<file path="src/rtl/ram_pkg.sv">
// Shared definitions for the RAM port initiator and its response buffer.
package ram_pkg;

  // Depth of the response buffer; the credit rule is built around this.
  localparam int RSP_DEPTH = 2;

  // Default data width used by clients that do not override DW.
  localparam int DW_DEF = 32;

  // One byte select per 8 data bits.
  function automatic int sel_width(input int dw);
    return dw / 8;
  endfunction

  // Response entry at the default width (read data + write-ack flag).
  typedef struct packed {
    logic [DW_DEF-1:0] dat;
    logic              is_wr;
  } rsp_ent_t;

endpackage

</file>
<file path="src/rtl/rsp_fifo2.sv">
// 2-entry synchronous FIFO with occupancy count. Same-cycle push+pop leaves
// the count unchanged and advances the head. Callers must not pop when empty
// or push into a full buffer without a simultaneous pop.
module rsp_fifo2
  import ram_pkg::*;
#(
  parameter int W = 33
) (
  input  logic         clk,
  input  logic         rst,
  input  logic         push_i,
  input  logic         pop_i,
  input  logic [W-1:0] din_i,
  output logic [W-1:0] dout_o,
  output logic [1:0]   count_o
);

  logic [W-1:0] mem_q [RSP_DEPTH];
  logic         wr_ptr_q, wr_ptr_d;
  logic         rd_ptr_q, rd_ptr_d;
  logic [1:0]   count_q, count_d;

  // Next-state for pointers and occupancy.
  always_comb begin
    wr_ptr_d = wr_ptr_q ^ push_i;
    rd_ptr_d = rd_ptr_q ^ pop_i;
    count_d  = count_q;
    unique case ({push_i, pop_i})
      2'b10:   count_d = count_q + 2'd1;
      2'b01:   count_d = count_q - 2'd1;
      default: count_d = count_q;
    endcase
  end

  // Pointer/count registers; reset empties the buffer.
  always_ff @(posedge clk) begin
    if (rst) begin
      wr_ptr_q <= 1'b0;
      rd_ptr_q <= 1'b0;
      count_q  <= 2'd0;
    end else begin
      wr_ptr_q <= wr_ptr_d;
      rd_ptr_q <= rd_ptr_d;
      count_q  <= count_d;
    end
  end

  // Storage needs no reset: the count gates whether it is ever observed.
  always_ff @(posedge clk) begin
    if (push_i) mem_q[wr_ptr_q] <= din_i;
  end

  assign dout_o  = mem_q[rd_ptr_q];
  assign count_o = count_q;

  // Overflow means the upstream credit accounting is broken.
  a_no_overflow: assert property (@(posedge clk) disable iff (rst)
    !(push_i && !pop_i && count_q == 2'd2));

  a_no_underflow: assert property (@(posedge clk) disable iff (rst)
    !(pop_i && count_q == 2'd0));

endmodule

</file>
<file path="src/rtl/ram_port_master.sv">
// Initiator side of one port of the single-clock byte-select RAM.
// Turns a valid/ready request stream into the RAM's one-cycle-latency port
// and returns read data on a valid/ready response stream, buffered by a
// 2-entry FIFO so consumer backpressure never drops data.
// Optional build macro: RAM_PORT_MASTER_WR_ACK_EN -- every write also
// produces a response (rsp_is_wr=1, rsp_dat = word before the write).
module ram_port_master
  import ram_pkg::*;
#(
  parameter int DW = 32,
  parameter int SW = sel_width(DW),
  parameter int MD = 1024,
  parameter int AW = $clog2(MD)
) (
  input  logic          clk,
  input  logic          rst,
  input  logic          req_valid,
  output logic          req_ready,
  input  logic          req_we,
  input  logic [AW-1:0] req_adr,
  input  logic [SW-1:0] req_sel,
  input  logic [DW-1:0] req_dat_w,
  output logic          rsp_valid,
  input  logic          rsp_ready,
  output logic [DW-1:0] rsp_dat,
  output logic          rsp_is_wr,
  output logic          ram_en,
  output logic          ram_we,
  output logic [AW-1:0] ram_adr,
  output logic [SW-1:0] ram_sel,
  output logic [DW-1:0] ram_dat_w,
  input  logic [DW-1:0] ram_dat_r
);

`ifdef RAM_PORT_MASTER_WR_ACK_EN
  localparam logic WR_ACK = 1'b1;
`else
  localparam logic WR_ACK = 1'b0;
`endif

  typedef struct packed {
    logic [DW-1:0] dat;
    logic          is_wr;
  } rsp_t;

  logic       pend_q, pend_d;
  logic       pend_wr_q, pend_wr_d;
  logic       fire, rsp_prod, needs_credit, credit_ok;
  logic       push, pop;
  logic       is_wr_sel;
  logic [1:0] cnt;
  rsp_t       head, push_ent;

  // Credit: an access that will produce a response needs a free slot counting
  // both buffered entries and the one whose data arrives next cycle.
  always_comb begin
    needs_credit = !req_we | WR_ACK;
    credit_ok    = ({1'b0, pend_q} + cnt) < 2'd2;
    req_ready    = !rst & (credit_ok | !needs_credit);
    fire         = req_valid & req_ready;
    rsp_prod     = fire & needs_credit;
  end

  // RAM port is driven straight from the request; ram_en low holds dat_r.
  always_comb begin
    ram_en    = fire;
    ram_we    = fire & req_we;
    ram_adr   = req_adr;
    ram_sel   = req_sel;
    ram_dat_w = req_dat_w;
  end

  // Track the access whose data appears on ram_dat_r this cycle.
  always_comb begin
    pend_d    = rsp_prod;
    pend_wr_d = rsp_prod & req_we;
  end

  // Pending-access register; reset drops any in-flight read.
  always_ff @(posedge clk) begin
    if (rst) begin
      pend_q    <= 1'b0;
      pend_wr_q <= 1'b0;
    end else begin
      pend_q    <= pend_d;
      pend_wr_q <= pend_wr_d;
    end
  end

  // Response mux: buffered head has priority (ordering); otherwise bypass
  // the RAM output directly, parking it in the FIFO if not consumed.
  always_comb begin
    rsp_valid = 1'b0;
    rsp_dat   = '0;
    is_wr_sel = 1'b0;
    push      = 1'b0;
    pop       = 1'b0;
    if (!rst) begin
      if (cnt != 2'd0) begin
        rsp_valid = 1'b1;
        rsp_dat   = head.dat;
        is_wr_sel = head.is_wr;
        pop       = rsp_ready;
        push      = pend_q;
      end else if (pend_q) begin
        rsp_valid = 1'b1;
        rsp_dat   = ram_dat_r;
        is_wr_sel = pend_wr_q;
        push      = !rsp_ready;
      end
    end
  end

  assign rsp_is_wr = WR_ACK & is_wr_sel;

  assign push_ent.dat   = ram_dat_r;
  assign push_ent.is_wr = pend_wr_q;

  rsp_fifo2 #(
    .W($bits(rsp_t))
  ) u_fifo (
    .clk     (clk),
    .rst     (rst),
    .push_i  (push),
    .pop_i   (pop),
    .din_i   (push_ent),
    .dout_o  (head),
    .count_o (cnt)
  );

endmodule

</file>
<file path="config.mk">
export PLATFORM = sky130hd
export DESIGN_NAME = ram_port_master
export DESIGN_NICKNAME = d
export VERILOG_FILES = /design/src/rtl/ram_pkg.sv /design/src/rtl/rsp_fifo2.sv /design/src/rtl/ram_port_master.sv
export SDC_FILE = /design/constraint.sdc
export NUM_CORES = 1
export LEC_CHECK = 0
export CELL_PAD_IN_SITES_DETAIL_PLACEMENT = 1
export CELL_PAD_IN_SITES_GLOBAL_PLACEMENT = 2
export CORE_AREA = 3 3 132 121
export CTS_CLUSTER_DIAMETER = 50
export DETAILED_ROUTE_END_ITERATION = 8
export DIE_AREA = 0 0 135 124
export GPL_ROUTABILITY_DRIVEN = 1
export GPL_TIMING_DRIVEN = 1
export PLACE_DENSITY_LB_ADDON = 0.1
export SETUP_SLACK_MARGIN = 0.2
export SLEW_MARGIN = 20
export SYNTH_ARGS = -nofsm -noshare
export SYNTH_HDL_FRONTEND = slang
export SYNTH_SLANG_ARGS = --single-unit
export TNS_END_PERCENT = 100
</file>
<file path="constraint.sdc">
create_clock -name clk -period 2.8 [get_ports clk]
set_input_delay 0.56 -clock clk [delete_from_list [all_inputs] [get_ports clk]]
set_output_delay 0.56 -clock clk [all_outputs]
set_load 0.05 [all_outputs]
</file>
==> out/results.tsv <==
metric	value	unit
cts_max_path_buffers	2	
grt_usage	10.4	%
start_util	26.0	%
antenna_found_initial	0	
syn_nets	380	
cp.arrival	1.89	ns
cts_root_buf	clkbuf_16	
gp_routability_congestion	0.676	
avgSynthCellArea	13.0	um^2
worstPathRequired	2.24	ns
startpoint_type	register	
grt_pass1_wl	13.1	mm
drtIter0Drc	91	
ys_async_sr_fraction	0	%
wl_per_cell	16.0	um
cts_tree	yes	
synth_warnings	0	
dieArea	16700	um^2
place_inst	510	
drtPass1Iterations	4	
p_leak	1.70	nW
grt.overflow.total	0	
yosys.area.top_type	edfxtp_1	
postCtsSetupBuffers	0	
grt_max_degree	26	
nNetsFinal	409	
post-place-ws	0.446	ns
fin_tns_setup	0	ns
htreeDepth	3	
rsz0062_at_grt	false	
peakVddDrop	0.254	mV
instances_no_fill	526	
synth_area	3810	um^2
fp.dieW	135	um
cp_max_fo	14	
reg2reg_depth	5	
drive_gt1_share	39.6	%
die_h	124	um
setup_viol	0	
min_period	2.45	ns
drv_cap	0	
grt_pass1_vias	2367	
outcome	completed	
max_freq	0.408	GHz
drc	0	
synth_top_area_share	50.4	%
path_class	reg -> out	
synthTopCellsByArea	edfxtp_1, mux2_4, buf_4, mux2i_1, nor2_2	
period_share	87.5	%
netlist_instances	294	
fin_worst_skew	0.00689	ns
synth_flop_cell	edfxtp_1	
antenna_cells	0	
hold_viol	0	
fin_util	34.4	%
wl	8.42	mm
finalMaxSlewViolations	0	
ys_ff_latch	69	
power	2.45	mW
cts_made_buffers	9	
yosysSeqAreaShare	53.0	%
cp-end-kind	output port	
clock_sinks	69	
io_pins	166	
tightestPinTransition	0.529	ns
core_area	14700	um^2
insertion_delay	0.32	ns
layout_setup_ws	0.350	ns
viasPerCell	4.12	
syn_to_final_growth	32.2	%
ant_nets	0	
synth_edf_count	64	
num_vias	2165	
ctsHoldBuffers	0	
synthTopCellsByCount	edfxtp_1, buf_4, nand2_1, mux2i_1	
p_per_area	487	nW/um^2
hold_path.class	reg -> reg	
ys_types	28	
max_slew_margin	64.7	%
std_cell_rows	42	
portBuffers	72	
yosysMostFrequentCell	edfxtp_1	
hold_depth	2	
hpwl	5.62	mm
path_clk_slew	0.05	ns
[critical path: stages (launching register included)]
cell and delay [ns]:
dfxtp_2 0.36, or2_2 0.36, buf_6 0.20, mux2_4 0.32, nor2_2 0.16, buf_12 0.16
[metrics by stage]
step                      hold WS (ns)  instance area, um^2
after floorplan                  0.491                 3810
after global placement           0.528                 4770
after detailed placement         0.547                 4770
after CTS                        0.554                 5040
after global routing             0.584                 5040
final                            0.548                 5040
[path summary, 6_finish.rpt]
kind                                                  endpoint  slack (ns)                            from
worst max register to register   u_fifo.mem_q[0][14]$_DFFE_PP_        1.15  u_fifo.count_o[1]$_SDFFE_PP0P_
worst min-delay path            u_fifo.count_o[1]$_SDFFE_PP0P_        0.55  u_fifo.count_o[1]$_SDFFE_PP0P_
worst max-delay path                               rsp_dat[20]        0.35  u_fifo.count_o[0]$_SDFFE_PP0P_
worst min register to register  u_fifo.count_o[1]$_SDFFE_PP0P_        0.55  u_fifo.count_o[1]$_SDFFE_PP0P_
[sequential cells by signal, summed over array words and instances (netlist names)]
name	count
u_fifo.mem_q	64
u_fifo.count_o	2
pend_q	1
u_fifo.rd_ptr_q	1
u_fifo.wr_ptr_q	1
[cell type report]
class	instances	area, um^2
fillers	1530	9620
flip-flops and latches	69	2030
multi-input cells	158	1300
repair buffers	83	1200
well taps	198	248
clock buffers	11	233
clock inverters	5	27.5
inverters	2	7.51
[routing by layer]
metal  vias up  track usage [%]  wire length (um)
met5         -                0                 0
met4         0             3.90               143
met3        19             3.76               535
met2        70             16.5              3860
met1      1054             13.1              3890
li1       1022                -                 -
[report_power, final]
part	switching, mW	leakage, nW	total, mW	internal, mW
Clock	0.401	0.129	0.993	0.593
Sequential	0.00773	0.619	1.14	1.13
Combinational	0.158	0.954	0.317	0.159
[cell families (layout without fill, tap and decap cells)]
logic type,count (synthesis),in the layout,share of synthesized area [%]
xor+xnor,3,3,0.689
simple gates,82,82,10.7
compound gates,5,5,0.787
other cells,1,1,0.0983
flops,69,69,53.0
buf+inv,67,101,13.1
fa+ha+maj,3,3,0.984
mux,64,64,20.7
[what timing repair did]
item                       in CTS  in global routing
gates resized for setup         1                  1
setup endpoints to repair       1                  1
pin swaps                       0                  0
[cell usage in the layout, fill, tap and decap left out, types with 2 or more instances in the layout]
cell,n
buf_4,7
buf_12,39
clkdlybuf4s50_1,35
o21ai_0,2
clkbuf_16,9
ha_2,2
clkbuf_1,2
mux2_2,3
mux2i_1,32
nor2_1,13
mux2_4,29
dfxtp_1,2
nor2_2,29
inv_1,2
clkinv_2,4
nand2_1,33
a21oi_1,2
dfxtp_2,3
edfxtp_1,64
nand3b_1,2
xor2_1,2
No activity file was read; power rests on OpenSTA's default activity.
